## src/rtl/bf_pair_buffer_01.sv

```systemverilog
// Stage-01 pairing buffer: drives the upstream add/sub selector, delays each accepted
// 16-lane R/Q beat by DELAY beats and emits (beat n, beat n+DELAY) operand pairs.
module bf_pair_buffer_01 #(
    parameter int WIDTH = 10,
    parameter int LANES = 16,
    parameter int DELAY = 8,
    parameter int FRAME = 32
) (
    input  logic                    clk,
    input  logic                    rstn,
    input  logic                    din_valid,
    input  logic signed [WIDTH-1:0] din_R_01 [0:LANES-1],
    input  logic signed [WIDTH-1:0] din_Q_01 [0:LANES-1],
    output logic                    mux_sel,
    output logic                    dout_valid,
    output logic                    dout_last,
    output logic signed [WIDTH-1:0] dout_R_a [0:LANES-1],
    output logic signed [WIDTH-1:0] dout_Q_a [0:LANES-1],
    output logic signed [WIDTH-1:0] dout_R_b [0:LANES-1],
    output logic signed [WIDTH-1:0] dout_Q_b [0:LANES-1]
);

    localparam int CW = (FRAME > 1) ? $clog2(FRAME) : 1;
    localparam int PB = $clog2(DELAY);

    // Handshake: din_valid alone qualifies a beat; there is no ready, so every beat with
    // din_valid=1 is taken on the rising edge. dout_valid is a one-cycle pulse, never stalled.

    logic [CW-1:0]           beat_cnt;
    logic                    phase;
    logic                    pair_beat;
    logic signed [WIDTH-1:0] dl_R [0:DELAY-1][0:LANES-1];
    logic signed [WIDTH-1:0] dl_Q [0:DELAY-1][0:LANES-1];

    assign phase     = beat_cnt[PB];
    assign pair_beat = din_valid & phase;
    // Taken straight from the counter flop so it always describes the next beat to arrive.
    assign mux_sel   = beat_cnt[CW-1];

    always_ff @(posedge clk or negedge rstn) begin
        if (!rstn) begin
            beat_cnt <= '0;
        end else if (din_valid) begin
            beat_cnt <= beat_cnt + CW'(1);
        end
    end

    always_ff @(posedge clk or negedge rstn) begin
        if (!rstn) begin
            for (int s = 0; s < DELAY; s++) begin
                for (int l = 0; l < LANES; l++) begin
                    dl_R[s][l] <= '0;
                    dl_Q[s][l] <= '0;
                end
            end
        end else if (din_valid) begin
            for (int l = 0; l < LANES; l++) begin
                dl_R[0][l] <= din_R_01[l];
                dl_Q[0][l] <= din_Q_01[l];
            end
            for (int s = 1; s < DELAY; s++) begin
                for (int l = 0; l < LANES; l++) begin
                    dl_R[s][l] <= dl_R[s-1][l];
                    dl_Q[s][l] <= dl_Q[s-1][l];
                end
            end
        end
    end

    // The delay-line tail is exactly DELAY accepted beats older than the current din.
    always_ff @(posedge clk or negedge rstn) begin
        if (!rstn) begin
            dout_valid <= 1'b0;
            dout_last  <= 1'b0;
            for (int l = 0; l < LANES; l++) begin
                dout_R_a[l] <= '0;
                dout_Q_a[l] <= '0;
                dout_R_b[l] <= '0;
                dout_Q_b[l] <= '0;
            end
        end else if (pair_beat) begin
            dout_valid <= 1'b1;
            dout_last  <= (beat_cnt == CW'(FRAME - 1));
            for (int l = 0; l < LANES; l++) begin
                dout_R_a[l] <= dl_R[DELAY-1][l];
                dout_Q_a[l] <= dl_Q[DELAY-1][l];
                dout_R_b[l] <= din_R_01[l];
                dout_Q_b[l] <= din_Q_01[l];
            end
        end else begin
            dout_valid <= 1'b0;
            dout_last  <= 1'b0;
        end
    end

endmodule

```

## config.mk

```make
export PLATFORM = sky130hd
export DESIGN_NAME = bf_pair_buffer_01
export DESIGN_NICKNAME = d
export VERILOG_FILES = /design/src/rtl/bf_pair_buffer_01.sv
export SDC_FILE = /design/constraint.sdc
export NUM_CORES = 2
export LEC_CHECK = 0
export CAP_MARGIN = 20
export CELL_PAD_IN_SITES_DETAIL_PLACEMENT = 0
export CELL_PAD_IN_SITES_GLOBAL_PLACEMENT = 1
export CORE_ASPECT_RATIO = 0.6
export CORE_MARGIN = 2
export CORE_UTILIZATION = 53
export CTS_CLUSTER_DIAMETER = 200
export DETAILED_ROUTE_END_ITERATION = 12
export PLACE_DENSITY = 0.89
export SETUP_SLACK_MARGIN = 0.3
export SYNTH_ARGS = -nofsm -noshare
export SYNTH_HDL_FRONTEND = slang
export SYNTH_SLANG_ARGS = --single-unit
```

## constraint.sdc

```tcl
create_clock -name clk -period 2.5 [get_ports clk]
set_input_delay 0.5 -clock clk [delete_from_list [all_inputs] [get_ports clk]]
set_output_delay 0.5 -clock clk [all_outputs]
set_load 0.1 [all_outputs]
```

==> impl_metrics.json <==
{
  "clockBufferDepth": 4,
  "grt_pass1_vias": 62800,
  "power.switching_w": 0.0797,
  "path_cells": "buf_4",
  "crit_path_top_delay_cell": "dfrtp_1",
  "clkPwrFrac_pct": 22.9,
  "syn-instance-count": 6775,
  "relSlewSlack_pct": 37.6,
  "ant_nets": 0,
  "timing.final.crit_period_ns": 2.09,
  "drtIter0Drc": 3193,
  "syn_nets": 7100,
  "synth_warnings": 0,
  "crit_family": "flip-flops",
  "drive_gt1_share_pct": 55.7,
  "clockRootBuffer": "clkbuf_16",
  "crit_type": "reg2out",
  "pwr-share-seq_pct": 40.0,
  "clk-insertion-delay-late_ns": 0.81,
  "hold_ws_ns": 0.154,
  "peakVddDrop_uv": 1530,
  "p_total_w": 0.195,
  "vias": 58600,
  "synth_area_leaders": "dfrtp_1 68%, mux2_2 30%, buf_4 0.93%",
  "fin_worst_skew_ns": 0.0487,
  "rows": 134,
  "final_nets": 8220,
  "tightest_slew_ns": 0.936,
  "drc": 0,
  "worstPathRequired_ns": 2.00,
  "die_w_um": 615,
  "grt_setup_unrepaired": "false",
  "wire_per_inst_um": 21.0,
  "drv_cap": 0,
  "synth_cell_type_count": 13,
  "dp_cells": 10600,
  "core-area_sq_um": 222000,
  "final_max_slew_viol_count": 0,
  "area_growth_pct": 18.5,
  "fp.dieH_um": 370,
  "period_share_pct": 83.8,
  "internal-power_w": 0.115,
  "crit_arrival_ns": 1.59,
  "portBuffers": 965,
  "antenna_found_initial": 10,
  "setup_viol_count_final": 0,
  "grt_max_degree": 162,
  "hp-class": "in2reg",
  "io_pins": 966,
  "stdcell_count": 11100,
  "cts_buffers": 293,
  "track_usage_pct": 20.5,
  "yosysSeqAreaShare_pct": 67.6,
  "tns_ns": 0,
  "p_per_area_nw_per_um2": 1390,
  "synth_top_area_cell": "dfrtp_1",
  "grt_pass1_wl_um": 371000,
  "h-tree-depth": 5,
  "endpoint_kind": "output port",
  "cp_num_buf_inv": 1,
  "pwr-share-comb_pct": 37.0,
  "finalHoldViolations": 0,
  "cts_tree": "done",
  "crit_fanout": 2,
  "slowest_delay_ns": 0.45,
  "clk_pin_slew_ns": 0.07,
  "die_area_sq_um": 228000,
  "setup_slack_ns": 0.406,
  "start_util_pct": 53.3,
  "fmax_ghz": 0.478,
  "drtPass1Iterations": 5,
  "cp-start-kind": "register",
  "netlist_area_sq_um": 119000,
  "outcome": "finished clean",
  "routed_wl_um": 233000,
  "postCtsSetupBuffers": 0,
  "avgViaCountPerCell": 5.28,
  "dp_hpwl_um": 161000,
  "grt_overflow": 0,
  "syn_avg_cell_area_sq_um": 17.5,
  "dp_slack_ns": 0.379,
  "p_leak_nw": 61.6,
  "place_congestion": 0.802,
  "clock_sinks": 3207,
  "synth_top_area_share_pct": 67.6,
  "swShare_pct": 40.9,
  "synth_seq_cells": 3207
}
==> what timing repair did <==
action | 4_1_cts | 5_1_grt
resized for setup | 0 | 0
hold buffers | 1 | 0
hold endpoints to repair | 48 | 0
==> cell families (layout without fill, tap and decap cells) <==
kind of cell	after synthesis	in the layout	share of synthesized area, %
buf+inv	356	1685	1.90
flops	3207	3207	67.6
simple gates	5	5	0.0221
other cells	0	2	0
fa+ha+maj	2	2	0.0211
mux	3202	3202	30.4
xor+xnor	3	3	0.0221
==> Yosys cell counts <==
cell type  number
dfrtp_1      3207
mux2_2       3202
buf_2         189
buf_4         147
buf_6          18
and3_1          2
ha_1            2
nand2_1         2
xnor2_1         2
clkbuf_1        1
clkinv_1        1
nand4_1         1
xor2_1          1
==> per-stage QoR <==
stage | cell area (sq um) | utilization, %
6_report | 141000 | 63.2
5_1_grt | 141000 | 63.2
4_1_cts | 141000 | 63.2
3_5_place_dp | 131000 | 58.9
3_3_place_gp | 131000 | 58.9
2_1_floorplan | 119000 | -
==> state kept, by name, indices dropped and copies added (netlist names) <==
| name | flops |
|---|---|
| dout_R_a | 160 |
| dout_Q_a | 160 |
| dl_Q | 1280 |
| dout_last | 1 |
| dl_R | 1280 |
| beat_cnt | 5 |
| dout_Q_b | 160 |
| dout_R_b | 160 |
| dout_valid | 1 |
==> power by group through the flow <==
stage               registers (W)  clock network [W]  logic, W
floorplan                   0.114                  0    0.0183
global placement           0.0781                  0    0.0712
detailed placement         0.0790                  0    0.0725
CTS                        0.0782             0.0458    0.0728
global route               0.0801             0.0480    0.0746
finish                     0.0781             0.0447    0.0722
==> worst paths after layout <==
check / from / end / slack [ns] / cells after the start
max: dout_R_a[136] / dout_R_a[136] / 0.41 / 1
min: din_valid / dl_R[846] / 0.15 / 2
max reg2reg: beat_cnt[3] / dout_Q_b[2] / 0.67 / 4
min reg2reg: dl_R[737] / dl_R[577] / 0.48 / 1
max in group asynchronous: rstn / dl_R[959] / 1.00 / 4
min in group asynchronous: rstn / dl_R[344] / 0.37 / 2
==> cell usage in the layout, fill, tap and decap left out <==
master	instances
and3_1	2
buf_12	91
buf_16	2
buf_4	766
bufinv_16	16
clkbuf_1	54
clkbuf_16	298
clkbuf_8	58
clkdlybuf4s50_1	320
clkinv_1	1
clkinv_16	3
clkinv_2	45
clkinv_4	3
clkinv_8	6
clkinvlp_4	9
dfrtp_1	3207
diode_2	2
dlygate4sd3_1	1
ha_1	2
inv_16	2
inv_6	8
inv_8	2
mux2_2	3202
nand2_1	1
nand2_4	1
nand4_1	1
xnor2_1	2
xor2_1	1
==> routing by layer <==
metal / global-route usage [%] / up-vias / share of wire (%)
li1: - / 26300 / -
met1: 27.6 / 31200 / 43
met2: 34.9 / 768 / 51
met3: 3.08 / 359 / 3.1
met4: 5.85 / 2 / 2.8
met5: 0 / - / 0.0060
==> area by class of cell <==
type	instances	area [sq um]
diodes	2	5.00
multi-input cells	3212	36100
well taps	2992	3740
repair buffers	1180	10800
clock buffers	410	8460
clock inverters	94	1120
inverters	1	3.75
fillers	15500	81900
flip-flops and latches	3207	80300
Note: power is estimated with default switching activity, not from simulation.
